File: config.mk
export PLATFORM = sky130hd
export DESIGN_NAME = flu_wb_arbiter
export DESIGN_NICKNAME = d
export VERILOG_FILES = /design/src/rtl/flu_wb_arbiter_pkg.sv /design/src/rtl/flu_wb_skid.sv /design/src/rtl/flu_wb_arbiter.sv
export SDC_FILE = /design/constraint.sdc
export NUM_CORES = 2
export LEC_CHECK = 0
export ABC_AREA = 1
export CAP_MARGIN = 30
export CORE_MARGIN = 2
export CORE_UTILIZATION = 44
export CTS_CLUSTER_SIZE = 30
export DETAILED_ROUTE_END_ITERATION = 6
export PLACE_DENSITY = 0.71
export RECOVER_POWER = 25
export SLEW_MARGIN = 20
export SYNTH_ARGS = -nofsm -noshare
export SYNTH_HDL_FRONTEND = slang
export SYNTH_HIERARCHICAL = 1
export SYNTH_SLANG_ARGS = --single-unit
File: constraint.sdc
create_clock -name clk_i -period 14.6 [get_ports clk_i]
set_input_delay 2.92 -clock clk_i [delete_from_list [all_inputs] [get_ports clk_i]]
set_output_delay 2.92 -clock clk_i [all_outputs]
set_load 0.01 [all_outputs]
File: src/rtl/flu_wb_arbiter_pkg.sv
// Shared types and constants for the fixed-latency-unit writeback arbiter.
// Holds the exception record, the buffered entry layout and the source index map.
package flu_wb_arbiter_pkg;

    localparam int unsigned XLEN          = 64;
    localparam int unsigned TRANS_ID_BITS = 3;

    typedef struct packed {
        logic [5:0]  cause;
        logic [31:0] tval;
        logic        valid;
    } exception_t;

    localparam int unsigned EX_W = $bits(exception_t);

    // Entry layout as stored in the skid buffers: result on top, exception at the bottom.
    typedef struct packed {
        logic [XLEN-1:0]          result;
        logic [TRANS_ID_BITS-1:0] trans_id;
        exception_t               ex;
    } flu_wb_entry_t;

    localparam int unsigned FLU_SRC_ALU    = 0;
    localparam int unsigned FLU_SRC_BRANCH = 1;
    localparam int unsigned FLU_SRC_CSR    = 2;
    localparam int unsigned FLU_SRC_MULT   = 3;

    function automatic int unsigned wrap_inc(input int unsigned v, input int unsigned lim);
        return (v + 1 >= lim) ? 0 : v + 1;
    endfunction

endpackage

File: src/rtl/flu_wb_skid.sv
// Per-source skid FIFO: when empty the incoming result is presented as head (bypass),
// otherwise the oldest buffered entry is. A granted bypass result is never enqueued.
module flu_wb_skid
    import flu_wb_arbiter_pkg::*;
#(
    parameter int unsigned W     = 8,
    parameter int unsigned DEPTH = 2,
    localparam int unsigned CNT_W = $clog2(DEPTH + 1),
    localparam int unsigned PTR_W = (DEPTH > 1) ? $clog2(DEPTH) : 1
) (
    input  logic         clk_i,
    input  logic         rst_ni,
    input  logic         flush_i,
    input  logic         valid_i,
    input  logic         pop_i,
    input  logic [W-1:0] data_i,
    output logic         head_valid_o,
    output logic [W-1:0] head_data_o,
    output logic         full_o,
    output logic         empty_o
);

    logic [W-1:0]     mem_q [DEPTH];
    logic [PTR_W-1:0] rd_ptr_q;
    logic [PTR_W-1:0] wr_ptr_q;
    logic [CNT_W-1:0] count_q;
    logic             enq;
    logic             deq;

    assign empty_o      = (count_q == '0);
    assign full_o       = (count_q == CNT_W'(DEPTH));
    assign head_valid_o = !empty_o || valid_i;
    assign head_data_o  = empty_o ? data_i : mem_q[rd_ptr_q];

    assign deq = pop_i && !empty_o;
    assign enq = valid_i && !(pop_i && empty_o);

    always_ff @(posedge clk_i) begin
        if (!rst_ni || flush_i) begin
            rd_ptr_q <= '0;
            wr_ptr_q <= '0;
            count_q  <= '0;
        end else begin
            if (enq) wr_ptr_q <= PTR_W'(wrap_inc(32'(wr_ptr_q), DEPTH));
            if (deq) rd_ptr_q <= PTR_W'(wrap_inc(32'(rd_ptr_q), DEPTH));
            if (enq && !deq) begin
                count_q <= count_q + CNT_W'(1);
            end else if (deq && !enq) begin
                count_q <= count_q - CNT_W'(1);
            end
        end
    end

    // Storage needs no reset: a slot is only read after it has been written.
    always_ff @(posedge clk_i) begin
        if (enq) mem_q[wr_ptr_q] <= data_i;
    end

endmodule

File: src/rtl/flu_wb_arbiter.sv
// Round-robin multi-port writeback arbiter for the fixed-latency units, one skid FIFO per source.
// Optional stall counters are built when FLU_WB_PERF_EN is defined.
module flu_wb_arbiter
    import flu_wb_arbiter_pkg::*;
#(
    parameter int unsigned NR_SRC      = 4,
    parameter int unsigned NR_WB_PORTS = 2,
    parameter int unsigned DEPTH       = 2,
    parameter int unsigned DATA_W      = XLEN,
    parameter int unsigned TID_W       = TRANS_ID_BITS,
    localparam int unsigned SRC_W      = (NR_SRC > 1) ? $clog2(NR_SRC) : 1
) (
    input  logic                          clk_i,
    input  logic                          rst_ni,
    input  logic                          flush_i,
    input  logic [NR_SRC-1:0]             src_valid_i,
    output logic [NR_SRC-1:0]             src_ready_o,
    input  logic [NR_SRC*DATA_W-1:0]      src_result_i,
    input  logic [NR_SRC*TID_W-1:0]       src_trans_id_i,
    input  logic [NR_SRC*EX_W-1:0]        src_ex_i,
    output logic [NR_WB_PORTS-1:0]        wb_valid_o,
    output logic [NR_WB_PORTS*DATA_W-1:0] wb_result_o,
    output logic [NR_WB_PORTS*TID_W-1:0]  wb_trans_id_o,
    output logic [NR_WB_PORTS*EX_W-1:0]   wb_ex_o,
    output logic [NR_WB_PORTS*SRC_W-1:0]  wb_src_o,
    output logic                          idle_o
`ifdef FLU_WB_PERF_EN
    ,
    output logic [NR_SRC*32-1:0]          perf_stall_cnt_o
`endif
);

    localparam int unsigned ENT_W = DATA_W + TID_W + EX_W;

    logic [NR_SRC-1:0] push;
    logic [NR_SRC-1:0] head_v;
    logic [NR_SRC-1:0] grant;
    logic [NR_SRC-1:0] full;
    logic [NR_SRC-1:0] empty;
    logic [ENT_W-1:0]  head_d [NR_SRC];
    logic [SRC_W-1:0]  rr_q;
    logic [SRC_W-1:0]  rr_d;

    // Ready and idle come from registered counts only, never from this cycle's valid or grant.
    assign src_ready_o = ~full;
    assign idle_o      = &empty;
    assign push        = src_valid_i & src_ready_o & {NR_SRC{rst_ni & ~flush_i}};

    for (genvar s = 0; s < NR_SRC; s++) begin : g_src
        logic hv;

        flu_wb_skid #(
            .W     (ENT_W),
            .DEPTH (DEPTH)
        ) u_skid (
            .clk_i        (clk_i),
            .rst_ni       (rst_ni),
            .flush_i      (flush_i),
            .valid_i      (push[s]),
            .pop_i        (grant[s]),
            .data_i       ({src_result_i[s*DATA_W +: DATA_W],
                            src_trans_id_i[s*TID_W +: TID_W],
                            src_ex_i[s*EX_W +: EX_W]}),
            .head_valid_o (hv),
            .head_data_o  (head_d[s]),
            .full_o       (full[s]),
            .empty_o      (empty[s])
        );

        assign head_v[s] = hv & rst_ni & ~flush_i;
    end

    int unsigned idx;
    int unsigned port;
    int unsigned last;
    logic        any;

    // Scan sources from rr_q; the n-th requester found is placed on write port n.
    always_comb begin
        grant         = '0;
        wb_valid_o    = '0;
        wb_result_o   = '0;
        wb_trans_id_o = '0;
        wb_ex_o       = '0;
        wb_src_o      = '0;
        idx           = 0;
        port          = 0;
        last          = 0;
        any           = 1'b0;
        for (int unsigned k = 0; k < NR_SRC; k++) begin
            idx = 32'(rr_q) + k;
            if (idx >= NR_SRC) idx = idx - NR_SRC;
            if (head_v[idx] && port < NR_WB_PORTS) begin
                grant[idx]                          = 1'b1;
                wb_valid_o[port]                    = 1'b1;
                wb_result_o[port*DATA_W +: DATA_W]  = head_d[idx][ENT_W-1 -: DATA_W];
                wb_trans_id_o[port*TID_W +: TID_W]  = head_d[idx][EX_W +: TID_W];
                wb_ex_o[port*EX_W +: EX_W]          = head_d[idx][EX_W-1:0];
                wb_src_o[port*SRC_W +: SRC_W]       = SRC_W'(idx);
                last                                = idx;
                any                                 = 1'b1;
                port                                = port + 1;
            end
        end
        rr_d = any ? SRC_W'(wrap_inc(last, NR_SRC)) : rr_q;
    end

    always_ff @(posedge clk_i) begin
        if (!rst_ni || flush_i) begin
            rr_q <= '0;
        end else begin
            rr_q <= rr_d;
        end
    end

`ifdef FLU_WB_PERF_EN
    logic [31:0] stall_q [NR_SRC];

    // Flush does not clear these; a flushed cycle has no valid heads and so adds nothing.
    always_ff @(posedge clk_i) begin
        for (int s = 0; s < NR_SRC; s++) begin
            if (!rst_ni) begin
                stall_q[s] <= '0;
            end else if (head_v[s] && !grant[s] && stall_q[s] != '1) begin
                stall_q[s] <= stall_q[s] + 32'd1;
            end
        end
    end

    for (genvar s = 0; s < NR_SRC; s++) begin : g_perf
        assign perf_stall_cnt_o[s*32 +: 32] = stall_q[s];
    end
`endif

    src_protocol_a: assert property (@(posedge clk_i) disable iff (!rst_ni)
        (src_valid_i & ~src_ready_o) == '0);

endmodule

==> key figures <==
Drt
  – Met2 wire len: 136100 um
  – Drt wl/cell: 27.53 um
  – Detailed-route via count: between 60000 and 70000
  – Highest metal used: met5
  – Post-DR vias/cell: between 5 and 6
  – Routed WL: approximately 290000 um
  – Initial DRC Count: about 6300
  – Metal3 WL: 22870 um
  – Routed Antenna Nets: 0
  – DR DRC count: 8
  – Met1 wire length: approximately 100000 um
  – Router iterations before antenna repair: 7

Place
  – Placed Area: ~68000 um^2
  – DP Wirelength: roughly 220000 um
  – I/O Buffers: between 600 and 700
  – RD Place Congestion: 1.066
  – Inst Count DP: between 10000 and 15000

Die
  – FP Rows: approximately 140
  – Starting Density: 44.42%
  – IO Pins: 654
  – Die width: between 300 and 400 um
  – Die Y: between 300 and 400 um
  – Core area: around 140000 um^2
  – Die area: 139900 um^2

Synth
  – Yosys cell types: a little over 70
  – Number of synthesized flops with an enable pin: about 850
  – Most used DFF post-synth: edfxtp_1
  – Syn Inst Count: 8443
  – Post-synth ARST share: 0%
  – Syn avg cell area: just over 7 um^2
  – Post-Syn Area: around 60000 um^2
  – Synth warn: 6
  – Flops & latches, synth: 870
  – Register area share after synthesis: 43.00%

Global routing
  – Global-route wire length before repair: about 410000 um
  – Antenna violations before repair: 48
  – GRT overflow: 0
  – Total GRT Usage: 40.75%
  – Largest net degree at the start of global routing: approximately 250
  – Vias in the first global route: around 57000

Timing
  – Max Fclk: around 0.071 GHz
  – Endpoints failing setup: 0
  – Worst slew margin: between 20% and 30%
  – Crit share post-route: between 90% and 100%
  – Total negative setup slack: 0 ns
  – Skew final: between 0.06 and 0.07 ns
  – Hold Fails Final Rpt: 0
  – Worst Max-Slew Pin Slew: ~1.2 ns
  – RSZ-0062 raised after global routing: no
  – Post-layout minimum cycle time: approximately 14 ns
  – Final Max Tran Viols: 0

Cells and area
  – Proportion of layout cells with a drive suffix above 1: under 10%
  – Fillers: between 10000 and 15000
  – Area Growth Syn to Fin: 18.11%
  – Post-Layout Cell Count: between 10000 and 15000
  – Finished Cell Area: between 70000 and 80000 um^2
  – Nets@finish: slightly above 9000

Job
  – Total of max-cap violations: 0

Critical path
  – Worst Path Arrival: between 10 and 15 ns
  – Setup crit end kind: primary output
  – Worst EP required: 11.68 ns
  – Startpoint types: input pin
  – CP most frequent cell: inv_1
  – WS Path Type: input pin to primary output
  – Worst-path maximum fanout: between 40 and 50
  – CP peak stage delay: roughly 0.56 ns
  – R2R cell count: 26
  – CP max-delay cell: o21ai_0

Power
  – PwrDens: between 200 and 250 nW/um^2
  – Worst vdd ir: 209.0 uV
  – Int Power: ~7 mW
  – Power share of the combinational group: 67.6%
  – Part of the power in registers: between 15 and 20%
  – Clock network fraction of design power: between 10% and 20%
  – Switch Pwr: 9.090 mW
  – Switching share of power: about 56%
  – P_leak: 29.89 nW
  – Pwr Total: approximately 16 mW

Clock tree
  – H-tree depth: 3
  – Post-CTS Resized: 0
  – CTS Buf Count: 95
  – Clock insertion delay at the later pin of the skew report: approximately 0.73 ns
  – CTS clock-pin slew for the worst setup and hold paths: 0.06 ns
  – Setup bufs post-CTS: 0
  – Clk buf depth: 3
  – CTS Root Cell: clkbuf_16
  – Sink Count: 870
  – TritonCTS clock tree: yes
  – Hold buffer count at cts: 0

Hold path
  – Worst hold path cell count: 2
  – Hold crit path type: register to register

Run status
  – Failing checks: design-rule violations
  – Outcome: complete, but fails checks
-- routing by layer --
metal,global-route usage [%],vias to the layer above
li1,-,28740
met1,43.83,28920
met2,66.60,3021
met3,7.953,872
met4,39.95,26
met5,0,-
-- kinds of logic (layout without fill, tap and decap cells) --
| logic type | Yosys count | count (layout) | synth area share (%) |
|---|---|---|---|
| xor gates and xnor gates | 3 | 3 | 0.06854 |
| DFF | 870 | 870 | 43.00 |
| and+or+nand+nor | 3247 | 3247 | 21.13 |
| buffers and inverters | 1709 | 2140 | 11.64 |
| muxes | 24 | 24 | 0.4050 |
| AOI/OAI and AO/OA | 2554 | 2554 | 23.02 |
| other | 2 | 37 | 0.01247 |
| adders and majority gates | 34 | 34 | 0.7310 |
-- path summary, 6_finish.rpt --
check                                         from                                endpoint  slack, ns
min          g_src[0].u_skid/rd_ptr_q$_SDFFE_PP0P_   g_src[0].u_skid/rd_ptr_q$_SDFFE_PP0P_       0.50
max                                        flush_i                             wb_ex_o[25]       0.48
max reg2reg                   rr_q[0]$_SDFFE_PN0P_  g_src[0].u_skid/mem_q[0][91]$_DFFE_PP_       6.40
min reg2reg  g_src[0].u_skid/rd_ptr_q$_SDFFE_PP0P_   g_src[0].u_skid/rd_ptr_q$_SDFFE_PP0P_       0.50
-- stage by stage --
step / util [%] / setup slack (ns) / hold WS [ns]
floorplan: - / 1.553 / 0.4637
global placement: 49.89 / 0.4973 / 0.4793
detailed placement: 50.02 / 0.6293 / 0.4904
CTS: 52.27 / 0.6083 / 0.5028
global route: 52.42 / 0.06368 / 0.5622
finish: 52.46 / 0.4761 / 0.4991
-- critical path: cells and delay by family --
family	cells	cell delay, ns
compound gates	5	1.53
fa+ha+maj	6	1.55
buf+inv	11	2.15
simple gates	19	2.98
-- area by class of cell --
type	count	area (um^2)	area share, %
Tap cell	1781	2228	3.132
Antenna cell	28	70.07	0.09847
Clock buffer	116	2456	3.452
Multi-Input combinational cell	5871	27460	38.60
Clock inverter	59	601.8	0.8458
Timing Repair Buffer	846	8177	11.49
Sequential cell	870	25920	36.44
Inverter	1119	4233	5.949
-- flip-flops by register name (all words and copies together) (netlist names), named ones only --
name                   count
g_src.u_skid/rd_ptr_q      4
rr_q                       2
g_src.u_skid/mem_q       848
g_src.u_skid/count_q       8
g_src.u_skid/wr_ptr_q      4
-- synth_stat cells (all sizes together) (22+ instances only) --
master | n | area [um^2]
o21ai | 2086 | 10470
edfxtp | 848 | 25460
a21oi | 92 | 475.5
a221oi | 26 | 227.7
a22oi | 39 | 292.8
nand2 | 2707 | 10220
nand4 | 24 | 162.7
ha | 32 | 400.4
o221ai | 22 | 192.7
buf | 230 | 1428
a31oi | 31 | 200.2
o211ai | 53 | 397.9
clkbuf | 360 | 1383
o22ai | 63 | 394.1
nand3 | 159 | 820.8
inv | 1113 | 4178
dfxtp | 22 | 440.4
nor2 | 322 | 1319
-- layout by cell type, fill, tap and decap left out, drive strengths merged, types with 31 or more instances in the layout --
cell type and n:
o21ai 2086, a31oi 31, edfxtp 848, ha 32, a21oi 92, nand3 159, inv 1117, o211ai 53
buf 191, clkdlybuf4s50 405, o22ai 63, a22oi 39, clkbuf 118, nor2 322, clkinv 50, dlygate4sd3 248
nand2 2707
-- power by group through the flow --
stage	Clock, mW	Sequential (mW)	Combinational, mW
after floorplan	0	2.92	5.53
after global placement	0	2.93	10.7
after detailed placement	0	2.93	10.6
after CTS	2.39	2.88	10.6
after global routing	2.48	2.89	11.5
final	2.37	2.88	11.0
No activity file was read; power rests on OpenSTA's default activity.
